## src/rtl/bcd_scan_driver.sv

```systemverilog
// Binary-to-BCD converter using a sequential double-dabble engine. It also runs a
// free-running digit scanner. Optional `BLANK_LZ_EN` keeps leading-zero digits dark.
module bcd_scan_driver #(
  parameter int WIDTH       = 8,
  parameter int DIGITS      = 3,
  parameter int REFRESH_DIV = 50000
) (
  input  logic              clk,
  input  logic              rst_n,
  input  logic [WIDTH-1:0]  value_i,
  input  logic              load_i,
  output logic              busy_o,
  output logic              done_o,
  output logic [3:0]        digit_o,
  output logic [DIGITS-1:0] anode_n_o
);

  localparam int BCD_W  = DIGITS * 4;
  localparam int STEP_W = (WIDTH > 1) ? $clog2(WIDTH) : 1;
  localparam int CNT_W  = (REFRESH_DIV > 1) ? $clog2(REFRESH_DIV) : 1;
  localparam int IDX_W  = (DIGITS > 1) ? $clog2(DIGITS) : 1;

  localparam logic [1:0] S_IDLE    = 2'd0;
  localparam logic [1:0] S_CONVERT = 2'd1;
  localparam logic [1:0] S_DONE    = 2'd2;

  logic [1:0]        state_q, state_d;
  logic [WIDTH-1:0]  bin_q, bin_d;
  logic [BCD_W-1:0]  bcd_q, bcd_d;
  logic [BCD_W-1:0]  bcd_adj;
  logic [STEP_W-1:0] step_q, step_d;
  logic [BCD_W-1:0]  disp_q, disp_d;
  logic [CNT_W-1:0]  ref_q, ref_d;
  logic [IDX_W-1:0]  idx_q, idx_d;
  logic [DIGITS-1:0] lit;

  // Add-3 correction per nibble, applied before each shift.
  for (genvar gi = 0; gi < DIGITS; gi++) begin : g_adj
    assign bcd_adj[gi*4 +: 4] = (bcd_q[gi*4 +: 4] >= 4'd5) ?
                                (bcd_q[gi*4 +: 4] + 4'd3) : bcd_q[gi*4 +: 4];
  end

  always_comb begin
    state_d = state_q;
    bin_d   = bin_q;
    bcd_d   = bcd_q;
    step_d  = step_q;
    disp_d  = disp_q;
    case (state_q)
      S_IDLE: begin
        if (load_i) begin
          bin_d   = value_i;
          bcd_d   = '0;
          step_d  = '0;
          state_d = S_CONVERT;
        end
      end
      S_CONVERT: begin
        {bcd_d, bin_d} = {bcd_adj[BCD_W-2:0], bin_q, 1'b0};
        step_d         = step_q + 1'b1;
        if (step_q == STEP_W'(WIDTH - 1)) begin
          state_d = S_DONE;
        end
      end
      S_DONE: begin
        disp_d  = bcd_q;
        state_d = S_IDLE;
      end
      default: state_d = S_IDLE;
    endcase
  end

  always_ff @(posedge clk or negedge rst_n) begin
    if (!rst_n) begin
      state_q <= S_IDLE;
      bin_q   <= '0;
      bcd_q   <= '0;
      step_q  <= '0;
      disp_q  <= '0;
    end else begin
      state_q <= state_d;
      bin_q   <= bin_d;
      bcd_q   <= bcd_d;
      step_q  <= step_d;
      disp_q  <= disp_d;
    end
  end

  assign busy_o = (state_q == S_CONVERT) || (state_q == S_DONE);
  assign done_o = (state_q == S_DONE);

  // Scanner runs regardless of the conversion FSM.
  always_comb begin
    ref_d = ref_q + 1'b1;
    idx_d = idx_q;
    if (ref_q == CNT_W'(REFRESH_DIV - 1)) begin
      ref_d = '0;
      idx_d = (idx_q == IDX_W'(DIGITS - 1)) ? '0 : (idx_q + 1'b1);
    end
  end

  always_ff @(posedge clk or negedge rst_n) begin
    if (!rst_n) begin
      ref_q <= '0;
      idx_q <= '0;
    end else begin
      ref_q <= ref_d;
      idx_q <= idx_d;
    end
  end

  // A digit is lit unless it sits above the most significant non-zero nibble.
  for (genvar gi = 0; gi < DIGITS; gi++) begin : g_lit
`ifdef BLANK_LZ_EN
    if (gi == 0) begin : g_d0
      assign lit[gi] = 1'b1;
    end else begin : g_dn
      assign lit[gi] = |disp_q[BCD_W-1:gi*4];
    end
`else
    assign lit[gi] = 1'b1;
`endif
  end

  always_comb begin
    digit_o   = 4'd0;
    anode_n_o = '1;
    for (int i = 0; i < DIGITS; i++) begin
      if (idx_q == IDX_W'(i)) begin
        digit_o      = disp_q[i*4 +: 4];
        anode_n_o[i] = ~lit[i];
      end
    end
  end

endmodule

```

## config.mk

```make
export PLATFORM = sky130hd
export DESIGN_NAME = bcd_scan_driver
export DESIGN_NICKNAME = d
export VERILOG_FILES = /design/src/rtl/bcd_scan_driver.sv
export SDC_FILE = /design/constraint.sdc
export NUM_CORES = 1
export LEC_CHECK = 0
export CORE_AREA = 5 5 80 82
export DETAILED_ROUTE_END_ITERATION = 16
export DIE_AREA = 0 0 85 87
export GPL_TIMING_DRIVEN = 0
export HOLD_SLACK_MARGIN = 0.05
export PLACE_DENSITY = 0.67
export SLEW_MARGIN = 20
export SYNTH_ARGS = -nofsm -noshare
export SYNTH_HDL_FRONTEND = slang
export SYNTH_SLANG_ARGS = --single-unit
```

## constraint.sdc

```tcl
create_clock -name clk -period 1.85 [get_ports clk]
set_input_delay 0.2775 -clock clk [delete_from_list [all_inputs] [get_ports clk]]
set_output_delay 0.2775 -clock clk [all_outputs]
set_load 0.1 [all_outputs]
```

==> out/results.txt <==
total CTS buffers - 5
vias in the first global route - 1752
number of iterations in the first detailed-routing pass - 4
grt total ovfl - 0
cell internal power dissipation - 2580 µW
number of I/O port buffers - 19
global-route wire length before repair - 8290 µm
clock-pin slew on the worst setup and hold paths - 0.10 ns
Worst Path Arrival - 1.49 ns
number of buffers on the longest clock path - 2
TritonCTS clock tree - done
power share of the clock group - 22.7%
total cell area at the placement stage - 3010 µm²
H-tree Lvls - 2
Floorplan Core Area - 5680 µm²
YS warnings - 0
layout-stage area growth over the synthesis result - 16.1%
setup-violating endpoint count in the final report - 0
Slew @ Worst Pin - 0.689 ns
proportion of synthesized chip area in sequential cells - 50.8%
share of power burned in combinational logic - 37.0%
Final Max Slew Viols - 0
net total in the final layout - 292
filler cell count - 504
number of top-level pins - 20
remaining routing DRC violations - 0
height of the chip - 87 µm
Total Die Area - 7400 µm²
switch share - 37.6%
die boundary width - 85 µm
type of the most critical hold path - register to register
antenna cell count - 0
leakage power - 0.00143 µW
Post CTS Setup Buffer Count - 0
most instantiated cells after synthesis - 55 x sky130_fd_sc_hd__dfrtp_1, 18 x sky130_fd_sc_hd__nand2_1, 17 x sky130_fd_sc_hd__mux2i_1, 17 x sky130_fd_sc_hd__nor2_1, 16 x sky130_fd_sc_hd__o21ai_0
Synth Area per Inst - 11.2 µm²
clock network latency to the later pin of the worst-skew pair - 0.31 ns
Routed wire per std cell - 13.8 µm
cell with the most instances after synthesis - sky130_fd_sc_hd__dfrtp_1
number of placed cells counting well taps - 336
Gate Count Post-Synth - 242
post-synthesis cell type with the largest combined area - sky130_fd_sc_hd__dfrtp_1
worst setup path class - register to output port
setup skew after layout - 0.0123 ns
Final Hold Violating Endpoints - 0
Placement Rows - 28
Net Sw Power - 1550 µW
fin util - 55.4%
ranking of synthesized cells by area - sky130_fd_sc_hd__dfrtp_1 51%, sky130_fd_sc_hd__mux2i_1 6.3%, sky130_fd_sc_hd__ha_1 5.5%, sky130_fd_sc_hd__mux2_2 5.4%, sky130_fd_sc_hd__xnor2_1 3.6%
minimum clock period after layout - 1.76 ns
proportion of synthesized flip-flops having asynchronous set or reset - 100%
run status - finished, final reports clean
final instance area - 3150 µm²
1st-iter DRT viols - 83
number of antenna-violating nets in the routed design - 0
max frequency - 567 MHz
cell area after technology mapping - 2710 µm²
Netlist cell types - 33
proportion of power drawn by flip-flops and latches - 40.3%
initial antenna violation count - 0
GRT Util Overall - 13.9%
DR vias - 1810
most frequently used flop master after synthesis - sky130_fd_sc_hd__dfrtp_1
Synth Net Count - 265
post-detailed-placement half-perimeter wirelength - 3390 µm
Max-slew headroom - 54.1%
vias per std cell - 5.25
pin count of the biggest net entering global routing - 56
required time of the critical path - 1.57 ns
clock net sink count - 55
count of max-cap constraint violations - 0
total negative slack for setup checks - 0 ns
weighted congestion at the end of routability-driven global placement - 0.753
RSZ-0062 raised after global routing - no
final critical-path share of the clock period - 95.3%
post-synthesis sequential element count - 55
Final Routed Wirelength - 4770 µm
endpoint class of the critical path - output port
Max rail drop VDD - 704 µV
non-filler cells in the finished layout - 345
total power per unit cell area - 1310 nW/µm²
share of layout cells above drive strength 1 - 18.1%
number of synthesized flops with an enable pin - 0
initial core utilization - 47.8%
startpoint types - register
Crit Path Max Fanout - 5
fraction of post-synthesis cell area in the top cell type by area - 50.8%
smallest hold slack - 0.487 ns
CTS root buf - sky130_fd_sc_hd__clkbuf_8
## sequential cells by signal, indices dropped and copies added, names as in the netlist
signal   cells
step_q       3
disp_q      12
state_q      2
bcd_q       12
idx_q        2
ref_q       16
bin_q        8
## what timing repair did
action,CTS,global route
gates resized for setup,48,9
setup endpoints to repair,9,7
hold buffers,1,0
endpoints found under the hold margin,55,0
## per-layer routing
metal | GRT usage (%) | vias to the layer above | wire length [µm]
li1 | - | 898 | -
met1 | 19.4 | 889 | 2330
met2 | 21.9 | 19 | 2240
met3 | 3.22 | 4 | 140
met4 | 3.45 | 0 | 53
met5 | 0 | - | 0
## area by class of cell
cell class | instances | area [µm²] | share of cell area (%)
sequential | 55 | 1380 | 43.8
multi-input combinational | 165 | 1260 | 39.9
timing repair buffer | 20 | 180 | 5.73
tap | 75 | 93.8 | 2.98
clock buffer | 5 | 68.8 | 2.19
clock inverter | 3 | 67.6 | 2.15
inverter | 15 | 56.3 | 1.79
buffer | 7 | 46.3 | 1.47
## worst max-delay path: stages, from the launching register on
cell and delay, ns:
sky130_fd_sc_hd__dfrtp_2 0.47, sky130_fd_sc_hd__inv_1 0.17, sky130_fd_sc_hd__nor2_4 0.08, sky130_fd_sc_hd__inv_1 0.05, sky130_fd_sc_hd__buf_2 0.41
## placed cells by master (no fill, tap or decap), types with 5 or more instances in the layout
master                            synthesis  routed
sky130_fd_sc_hd__nand2b_1                 5       5
sky130_fd_sc_hd__a22o_1                   5       5
sky130_fd_sc_hd__clkdlybuf4s50_1          0       9
sky130_fd_sc_hd__xnor2_1                 11      11
sky130_fd_sc_hd__dfrtp_1                 55      54
sky130_fd_sc_hd__mux2i_1                 17      17
sky130_fd_sc_hd__clkbuf_8                 0       5
sky130_fd_sc_hd__buf_6                    2       6
sky130_fd_sc_hd__inv_1                   15      15
sky130_fd_sc_hd__a21oi_1                  7       7
sky130_fd_sc_hd__nor2_1                  17      16
sky130_fd_sc_hd__nand2_1                 18      18
sky130_fd_sc_hd__o21ai_0                 16      12
sky130_fd_sc_hd__xor2_1                   8       8
sky130_fd_sc_hd__ha_1                    12      11
sky130_fd_sc_hd__buf_2                    1       5
sky130_fd_sc_hd__mux2_2                  13      13
sky130_fd_sc_hd__nand3_1                  7       7
## through the flow
step	power (µW)	setup slack [ns]
2_1_floorplan	2860	0.0821
3_3_place_gp	3190	-1.20
3_5_place_dp	3230	-0.663
4_1_cts	4160	0.00571
5_1_grt	4420	0.0161
6_report	4130	0.0863
## power groups by stage
stage | combinational, µW | sequential (µW) | clock (µW)
2_1_floorplan | 1230 | 1620 | 0
3_5_place_dp | 1540 | 1680 | 0
5_1_grt | 1690 | 1710 | 1010
6_report | 1530 | 1660 | 938
4_1_cts | 1520 | 1660 | 971
3_3_place_gp | 1510 | 1680 | 0
## worst paths after layout
path | startpoint | end | slack, ns | depth (start not counted)
setup / recovery | idx_q[1]$_DFFE_PN0N_ | anode_n_o[2] | 0.09 | 4
hold / removal | bin_q[7]$_DFFE_PN0P_ | bin_q[7]$_DFFE_PN0P_ | 0.49 | 2
setup reg to reg | state_q[1]$_DFFE_PN0P_ | bcd_q[3]$_DFFE_PN0P_ | 0.15 | 6
hold reg to reg | bin_q[7]$_DFFE_PN0P_ | bin_q[7]$_DFFE_PN0P_ | 0.49 | 2
max in group asynchronous | rst_n | idx_q[1]$_DFFE_PN0N_ | 0.81 | 2
min in group asynchronous | rst_n | ref_q[9]$_DFF_PN0_ | 0.53 | 2
## cell families after synthesis
kind of cell / share of synthesized area (%)
AOI/OAI and AO/OA: 9.14
and+or+nand+nor: 12.9
xor gates and xnor gates: 6.14
adders and majority gates: 5.54
buffers and inverters: 3.79
DFF: 50.8
muxes: 11.7
Note: power is estimated with default switching activity, not from simulation.
